==> src/rtl/seq_div_unit.sv <==
// Multicycle unsigned restoring divider, one quotient bit per RUN cycle.
// Optional signed support (is_signed port, FIXUP state) under `SEQ_DIV_SIGNED_EN.
module seq_div_unit #(
  parameter int unsigned WIDTH = 32
) (
  input  logic             clk,
  input  logic             rst,
  input  logic             start,
`ifdef SEQ_DIV_SIGNED_EN
  input  logic             is_signed,
`endif
  input  logic [WIDTH-1:0] dividend,
  input  logic [WIDTH-1:0] divisor,
  output logic             busy,
  output logic             done,
  output logic [WIDTH-1:0] quotient,
  output logic [WIDTH-1:0] remainder,
  output logic             div_by_zero
);

  localparam int unsigned CW = (WIDTH > 2) ? $clog2(WIDTH) : 1;

`ifdef SEQ_DIV_SIGNED_EN
  typedef enum logic [1:0] {S_IDLE, S_RUN, S_FIXUP, S_DONE} state_t;
`else
  typedef enum logic [1:0] {S_IDLE, S_RUN, S_DONE} state_t;
`endif

  state_t           state_q, state_d;
  logic [WIDTH-1:0] divisor_q, divisor_d;
  logic [WIDTH-1:0] qr_q, qr_d;
  logic [WIDTH:0]   r_q, r_d;
  logic [CW-1:0]    cnt_q, cnt_d;
  logic             zero_q, zero_d;
  logic [WIDTH-1:0] quotient_q, quotient_d;
  logic [WIDTH-1:0] remainder_q, remainder_d;
  logic             done_q, done_d;
  logic             dbz_q, dbz_d;
`ifdef SEQ_DIV_SIGNED_EN
  logic             sgn_q, sgn_d;
  logic             neg_quo_q, neg_quo_d;
  logic             neg_rem_q, neg_rem_d;
  logic [WIDTH-1:0] mag_a, mag_b;
`endif

  logic [WIDTH:0]   r_shift;
  logic [WIDTH:0]   trial;
  logic             no_borrow;

  // Shifting the whole R reads every bit; equals {R[WIDTH-1:0], Qreg[MSB]}.
  always_comb begin
    r_shift = (r_q << 1) | {{WIDTH{1'b0}}, qr_q[WIDTH-1]};
    {no_borrow, trial} = {1'b0, r_shift} + {1'b0, ~{1'b0, divisor_q}} + {{(WIDTH+1){1'b0}}, 1'b1};
  end

  always_comb begin
    state_d     = state_q;
    divisor_d   = divisor_q;
    qr_d        = qr_q;
    r_d         = r_q;
    cnt_d       = cnt_q;
    zero_d      = zero_q;
    quotient_d  = quotient_q;
    remainder_d = remainder_q;
    dbz_d       = dbz_q;
    done_d      = 1'b0;
`ifdef SEQ_DIV_SIGNED_EN
    sgn_d       = sgn_q;
    neg_quo_d   = neg_quo_q;
    neg_rem_d   = neg_rem_q;
    mag_a       = (is_signed && dividend[WIDTH-1]) ? -dividend : dividend;
    mag_b       = (is_signed && divisor[WIDTH-1])  ? -divisor  : divisor;
`endif

    case (state_q)
      S_IDLE: begin
        if (start) begin
          zero_d = (divisor == '0);
          r_d    = '0;
          cnt_d  = CW'(WIDTH - 1);
          dbz_d  = 1'b0;
`ifdef SEQ_DIV_SIGNED_EN
          // Divide by zero keeps the raw dividend so it can be returned as remainder.
          qr_d      = (divisor == '0) ? dividend : mag_a;
          divisor_d = mag_b;
          sgn_d     = is_signed;
          neg_quo_d = is_signed && (dividend[WIDTH-1] ^ divisor[WIDTH-1]);
          neg_rem_d = is_signed && dividend[WIDTH-1];
`else
          qr_d      = dividend;
          divisor_d = divisor;
`endif
          state_d = (divisor == '0) ? S_DONE : S_RUN;
        end
      end
      S_RUN: begin
        r_d   = no_borrow ? trial : r_shift;
        qr_d  = {qr_q[WIDTH-2:0], no_borrow};
        cnt_d = cnt_q - CW'(1);
        if (cnt_q == '0) begin
`ifdef SEQ_DIV_SIGNED_EN
          state_d = sgn_q ? S_FIXUP : S_DONE;
`else
          state_d = S_DONE;
`endif
        end
      end
`ifdef SEQ_DIV_SIGNED_EN
      S_FIXUP: begin
        if (neg_quo_q) qr_d = -qr_q;
        if (neg_rem_q) r_d = {1'b0, -r_q[WIDTH-1:0]};
        state_d = S_DONE;
      end
`endif
      S_DONE: begin
        done_d = 1'b1;
        if (zero_q) begin
          quotient_d  = '1;
          remainder_d = qr_q;
          dbz_d       = 1'b1;
        end else begin
          quotient_d  = qr_q;
          remainder_d = r_q[WIDTH-1:0];
        end
        state_d = S_IDLE;
      end
      default: state_d = S_IDLE;
    endcase
  end

  always_ff @(posedge clk) begin
    if (rst) begin
      state_q     <= S_IDLE;
      divisor_q   <= '0;
      qr_q        <= '0;
      r_q         <= '0;
      cnt_q       <= '0;
      zero_q      <= 1'b0;
      quotient_q  <= '0;
      remainder_q <= '0;
      done_q      <= 1'b0;
      dbz_q       <= 1'b0;
`ifdef SEQ_DIV_SIGNED_EN
      sgn_q       <= 1'b0;
      neg_quo_q   <= 1'b0;
      neg_rem_q   <= 1'b0;
`endif
    end else begin
      state_q     <= state_d;
      divisor_q   <= divisor_d;
      qr_q        <= qr_d;
      r_q         <= r_d;
      cnt_q       <= cnt_d;
      zero_q      <= zero_d;
      quotient_q  <= quotient_d;
      remainder_q <= remainder_d;
      done_q      <= done_d;
      dbz_q       <= dbz_d;
`ifdef SEQ_DIV_SIGNED_EN
      sgn_q       <= sgn_d;
      neg_quo_q   <= neg_quo_d;
      neg_rem_q   <= neg_rem_d;
`endif
    end
  end

`ifdef SEQ_DIV_SIGNED_EN
  assign busy = (state_q == S_RUN) || (state_q == S_FIXUP);
`else
  assign busy = (state_q == S_RUN);
`endif
  assign done        = done_q;
  assign quotient    = quotient_q;
  assign remainder   = remainder_q;
  assign div_by_zero = dbz_q;

endmodule

==> config.mk <==
export PLATFORM = sky130hd
export DESIGN_NAME = seq_div_unit
export DESIGN_NICKNAME = d
export VERILOG_FILES = /design/src/rtl/seq_div_unit.sv
export SDC_FILE = /design/constraint.sdc
export NUM_CORES = 1
export LEC_CHECK = 0
export ABC_CLOCK_PERIOD_IN_PS = 2360
export BUFFER_PORTS_ARGS = -buffer_cell sky130_fd_sc_hd__buf_4
export CELL_PAD_IN_SITES_DETAIL_PLACEMENT = 1
export CELL_PAD_IN_SITES_GLOBAL_PLACEMENT = 2
export CORE_MARGIN = 1
export CORE_UTILIZATION = 30
export CTS_CLUSTER_SIZE = 30
export DETAILED_ROUTE_END_ITERATION = 7
export GPL_ROUTABILITY_DRIVEN = 0
export PLACE_DENSITY = 0.74
export SKIP_LAST_GASP = 1
export SLEW_MARGIN = 20
export SYNTH_ARGS = -nofsm -noshare
export SYNTH_HDL_FRONTEND = slang
export SYNTH_SLANG_ARGS = --single-unit
==> constraint.sdc <==
create_clock -name clk -period 2.36 [get_ports clk]
set_input_delay 0.354 -clock clk [delete_from_list [all_inputs] [get_ports clk]]
set_output_delay 0.354 -clock clk [all_outputs]
set_load 0.005 [all_outputs]
After elaboration in Yosys (flattened, before gate mapping)
Cells that the tools add are included.
{"block": "totals", "register_bits": 170, "inputBits": 67, "output_inout_bits": 67, "wordCells": 46}
{"block": "classes", "n_addsub": 3, "eq_ne": 5, "mux": 17, "n_bitwise": 2, "n_reduce_logical": 9}
{"operator": "32-bit 2-to-1 mux", "count": 5}
{"operator": "32-bit case mux with 2 select lines", "count": 2}
{"operator": "33-bit by 33-bit adder with 34-bit output", "count": 1}
{"operator": "34-bit by 1-bit adder with 34-bit output (second input constant)", "count": 1}
{"operator": "32-bit inverter with 33-bit output", "count": 1}
{"operator": "33-bit by 1-bit OR with 33-bit output", "count": 1}
{"operator": "32-bit zero test", "count": 1}
{"operator": "5-bit case mux with 2 select lines", "count": 1}
{"operator": "2-bit 2-to-1 mux", "count": 3}
{"operator": "2-bit AND reduction", "count": 3}
{"operator": "5-bit zero test", "count": 1}
{"operator": "5-bit 2-to-1 mux", "count": 1}
{"operator": "5-bit by 1-bit subtractor with 5-bit output (second input constant)", "count": 1}
{"operator": "2-bit != test (second input constant)", "count": 2}
{"operator": "2-bit case mux with 2 select lines", "count": 1}
{"operator": "2-bit nonzero test", "count": 2}
{"operator": "1-bit 2-to-1 mux", "count": 3}
{"operator": "3-bit AND reduction", "count": 1}
{"operator": "2-bit by 1-bit equality test with 1-bit output (second input constant)", "count": 1}
{"operator": "2-bit equality test (second input constant)", "count": 1}
{"operator": "2-bit zero test", "count": 1}
{"operator": "2-bit by 1-bit != test with 1-bit output (second input constant)", "count": 1}
{"operator": "1-bit case mux with 2 select lines", "count": 1}

Longest topological paths before layout
{"block": "depth", "ltp_word": 5, "depth_mapped": 13, "ltp_nobuf": 13}

Worst setup path before layout
OpenSTA, ideal clock, no wires.
{"block": "synth_path", "path_kind": "register -> register", "startpoint": "register qr_q[31]", "endpoint": "register r_q[24]", "setup_ps": 86, "arrival_time_ps": 2487, "required_ps": 2274, "setup_slack_ps": -213, "stages_incl_launch_ff": 14, "path_buffers": 0, "synth_period_minus_slack_ps": 2573, "path_cell_list": "dfxtp_1 inv_1 ha_1 inv_1 fa_1 a21oi_1 o21ai_1 a21oi_2 o31ai_4 a31oi_4 o21ai_1 a221oi_2 xnor2_1 a221oi_2"}
{"block": "synth_via", "elab_chain_len": 5}
{"element": "from (decl)", "line": "31", "rtl": "logic [WIDTH-1:0] qr_q, qr_d;"}
{"element": "from (signal assigned)", "line": "151", "rtl": "qr_q <= qr_d;"}
{"element": "33-bit by 1-bit OR with 33-bit output", "line": "52", "rtl": "r_shift = (r_q << 1) | {{WIDTH{1'b0}}, qr_q[WIDTH-1]};"}
{"element": "33-bit by 33-bit adder with 34-bit output", "line": "53", "rtl": "{no_borrow, trial} = {1'b0, r_shift} + {1'b0, ~{1'b0, divisor_q}} + {{(WIDTH+1){1'b0}}, 1'b1};"}
{"element": "34-bit by 1-bit adder with 34-bit output", "line": "53"}
{"element": "32-bit 2-to-1 mux", "line": "97", "rtl": "r_d = no_borrow ? trial : r_shift;"}
{"element": "32-bit case mux with 2 select lines", "line": "75", "rtl": "case (state_q)"}
{"element": "to (signal assigned)", "line": "152", "rtl": "r_q <= r_d;"}
{"element": "to (decl)", "line": "32", "rtl": "logic [WIDTH:0] r_q, r_d;"}
Every way passes these cells.
A chain may end at the register's enable or synchronous reset.

Worst setup path in the final report
{"block": "layout_path", "startpoint": "register divisor_q[1]", "endpoint": "register r_q[18]"}
{"block": "layout_via", "elab_chain_len": 5}
{"element": "from (decl)", "line": "30", "rtl": "logic [WIDTH-1:0] divisor_q, divisor_d;"}
{"element": "from (signal assigned)", "line": "150", "rtl": "divisor_q <= divisor_d;"}
{"element": "32-bit inverter with 33-bit output", "line": "53"}
{"element": "33-bit by 33-bit adder with 34-bit output", "line": "53"}
{"element": "34-bit by 1-bit adder with 34-bit output", "line": "53"}
{"element": "32-bit 2-to-1 mux", "line": "97"}
{"element": "32-bit case mux with 2 select lines", "line": "75"}
Every way passes these cells.

==> reports/metrics.csv <==
metric,value,unit
run status,"complete, but fails checks",
failing checks,negative setup slack,
top-level I/O count,134,
final clock period utilization by the worst path,111.9,%
synthesized flop and latch total,170,
proportion of layout cells with a drive suffix above 1,33.84,%
Yosys top cell area share,39.78,%
CTS tree,yes,
first-pass GRT wire length,46150,um
number of cells on the worst reg-to-reg path,12,
reg-to-reg setup timing slack,-280,ps
maximum fanout count along the critical path,6,
worst setup path category,reg -> reg,
Final Setup Violations,33,
H-tree lvl count,4,
non-filler instance count after layout,1693,
total count of max-transition violations in the final report,0,
maximum count of clock buffers along a single path,2,
cell with the largest stage delay on the worst path,sky130_fd_sc_hd__a2111oi_4,
Root Buffer,sky130_fd_sc_hd__clkbuf_16,
synthesized instance count,1062,
power per cell area,1485,nW/um2
via count of the first global-routing pass,8466,
leakage power,5.049,nW
average size of a mapped cell,8.056,um2
Critical Path End Type,flip-flop,
Antenna diodes,0,
Inserted Clock Buffers,17,
hold-critical path depth,3,
count of flip-flops with a built-in enable after synthesis,0,
count of port buffers added during placement,133,
"Data arrival, critical path",2940,ps
post-layout net count,1404,
RSZ-0062 raised after global routing,yes,
die boundary width,170.9,um
Slew Limit Headroom,36.80,%
Clock transition at path regs,80,ps
Hold Crit Class,in -> reg,
grt ovf,0,
number of DRC markers in iteration 0,411,
# DRC,0,
Floorplan Core Area,27930,um2
final design utilization,43.74,%
initial cell density of the core,30.63,%
hold violation count in the final report,0,
worst IR drop on VDD,0.9457,mV
"top cells by area, synth","sky130_fd_sc_hd__dfxtp_1 (40%), sky130_fd_sc_hd__nand2_1 (7.5%), sky130_fd_sc_hd__mux2i_1 (5.4%), sky130_fd_sc_hd__nor2_1 (5.1%), sky130_fd_sc_hd__ha_1 (5.0%)",
Reg2Reg Capture Point,r_q[18],
area growth from synthesis to layout,42.82,%
Die Area,29200,um2
setup slack of the critical path after layout,-281.3,ps
"Top FF cell, synth",sky130_fd_sc_hd__dfxtp_1,
most frequent cells after synthesis,"sky130_fd_sc_hd__nand2_1 (171), sky130_fd_sc_hd__dfxtp_1 (170), sky130_fd_sc_hd__nor2_1 (116), sky130_fd_sc_hd__a21oi_1 (74), sky130_fd_sc_hd__nor3_1 (71)",
number of vias per cell after detailed routing,4.970,
remaining antenna violation count after routing,0,
delay contributed by the slowest stage of the critical path,370,ps
number of unique standard cell types used by synthesis,57,
number of cell rows,61,
overall routed net length,29340,um
worst r2r src,divisor_q[1],
post-synthesis instance area,8556,um2
Synthesized Nets,1164,
total placed cells including tap cells,1626,
largest net degree at the start of global routing,98,
register area share after synthesis,39.78,%
Worst-Margin Slew,948.1,ps
via count,8415,
clock insertion delay at the later pin of the skew report,440,ps
Hold Crit Endpoint,divisor_q[8],
setup TNS,-4798,ps
chain of cells forming the critical path,"inv_4, ha_4, nor2b_4, o2111ai_4, a31oi_4, o21bai_4, a2111oi_4, nor2_2, buf_6, buf_16, a32oi_1, o21ai_1",
warning count from the yosys run,0,
Global Route Usage Sum,20.40,%
fin crit period,2641,ps
leading cell type by number of instances after synthesis,sky130_fd_sc_hd__nand2_1,
Max-cap violations,0,
antenna violations before repair,1,
clock sink total,170,
startpoint class of the critical path,flip-flop,
wire length per cell after detailed routing,17.33,um
Critical Path RT,2660,ps
async set or reset register ratio after synthesis,0,%
achievable frequency,378.6,MHz
post-synth top area cell,sky130_fd_sc_hd__dfxtp_1,
Worst Clk Skew,18.03,ps
iteration count of the initial detailed-routing pass,4,
detailed placement HPWL,20580,um
min-delay src,divisor[8],
y dimension of the die,170.9,um
[worst max path at each step]
| stage | startpoint | endpoint | slack, ps |
|---|---|---|---|
| floorplan | qr_q[31] | r_q[24] | -90 |
| global placement | qr_q[31] | r_q[24] | -180 |
| detailed placement | qr_q[31] | r_q[24] | -280 |
| CTS | divisor_q[12] | r_q[31] | -210 |
| global route | divisor_q[1] | r_q[18] | -360 |
| finish | divisor_q[1] | r_q[18] | -280 |
[sequential cells by signal, summed over array words and instances (netlist names)]
| name | count |
|---|---|
| divisor_q | 32 |
| qr_q | 32 |
| quotient | 32 |
| r_q | 32 |
| remainder | 32 |
| cnt_q | 5 |
| state_q | 2 |
| div_by_zero | 1 |
| done | 1 |
| zero_q | 1 |
[per-layer routing]
| metal | routed length [um] | global-route usage [%] | vias to the layer above |
|---|---|---|---|
| li1 | - | - | 4218 |
| met4 | 447 | 5.435 | 0 |
| met1 | 14760 | 28.98 | 3997 |
| met5 | 0 | 0 | - |
| met3 | 1165 | 2.938 | 34 |
| met2 | 12970 | 32.07 | 166 |
[cell usage in the layout, fill, tap and decap left out, types with 14 or more instances in the layout]
cell type and count:
sky130_fd_sc_hd__nor2_1 113, sky130_fd_sc_hd__xor2_1 14, sky130_fd_sc_hd__clkbuf_16 17, sky130_fd_sc_hd__buf_4 278, sky130_fd_sc_hd__nor3_1 67, sky130_fd_sc_hd__dfxtp_1 152
sky130_fd_sc_hd__nand2_1 166, sky130_fd_sc_hd__a311oi_1 32, sky130_fd_sc_hd__a21oi_1 62, sky130_fd_sc_hd__o21ai_1 28, sky130_fd_sc_hd__xnor2_1 18, sky130_fd_sc_hd__ha_4 17
sky130_fd_sc_hd__mux2i_1 43, sky130_fd_sc_hd__dfxtp_2 18, sky130_fd_sc_hd__a211oi_1 33, sky130_fd_sc_hd__inv_1 35, sky130_fd_sc_hd__ha_1 16
[logic make-up after synthesis]
group | share of synthesized area, %
DFF | 39.78
xor gates and xnor gates | 3.378
and+or+nand+nor | 19.96
adders and majority gates | 5.206
muxes | 5.382
AOI/OAI and AO/OA | 20.87
buffers and inverters | 5.426
[critical path, delay by kind of cell (launching register included)]
kind / cells / cell delay (ps)
AND/OR/NAND/NOR: 2 / 290
flip-flops: 1 / 360
adder cells (fa/ha/maj): 1 / 260
AO/OA/AOI/OAI: 6 / 1240
buffers and inverters: 3 / 340
[layout make-up]
| type | instances | area [um2] |
|---|---|---|
| tap | 378 | 473.0 |
| multi-input combinational | 773 | 5176 |
| clock inverter | 14 | 147.6 |
| inverter | 43 | 163.9 |
| sequential | 170 | 3426 |
| fill | 3341 | 15720 |
| timing repair buffer | 297 | 2394 |
| clock buffer | 18 | 439.2 |
[power by group]
group / switching, W / internal (W)
logic: 0.00567 / 0.00602
registers: 0.000387 / 0.00325
clock network: 0.00139 / 0.00144
total: 0.00744 / 0.0107
[repair_timing]
action	4_1_cts	5_1_grt
endpoints found under the setup margin	33	33
cloned	3	0
hold buffers	0	0
gates resized for setup	79	36
pin swaps	38	18
buffers inserted	31	3
[through the flow]
stage / worst slack [ps] / hold WS, ps / area (um2) / total power, W
global route: -364.3 / 152.7 / 12220 / 0.01923
global placement: -183.5 / 444.8 / 10790 / 0.01257
floorplan: -85.61 / 436.3 / 8583 / 0.009344
finish: -281.3 / 160.2 / 12220 / 0.01815
detailed placement: -280.6 / 450.3 / 10790 / 0.01270
CTS: -208.0 / 138.9 / 12050 / 0.01772
No activity file was read; power rests on OpenSTA's default activity.
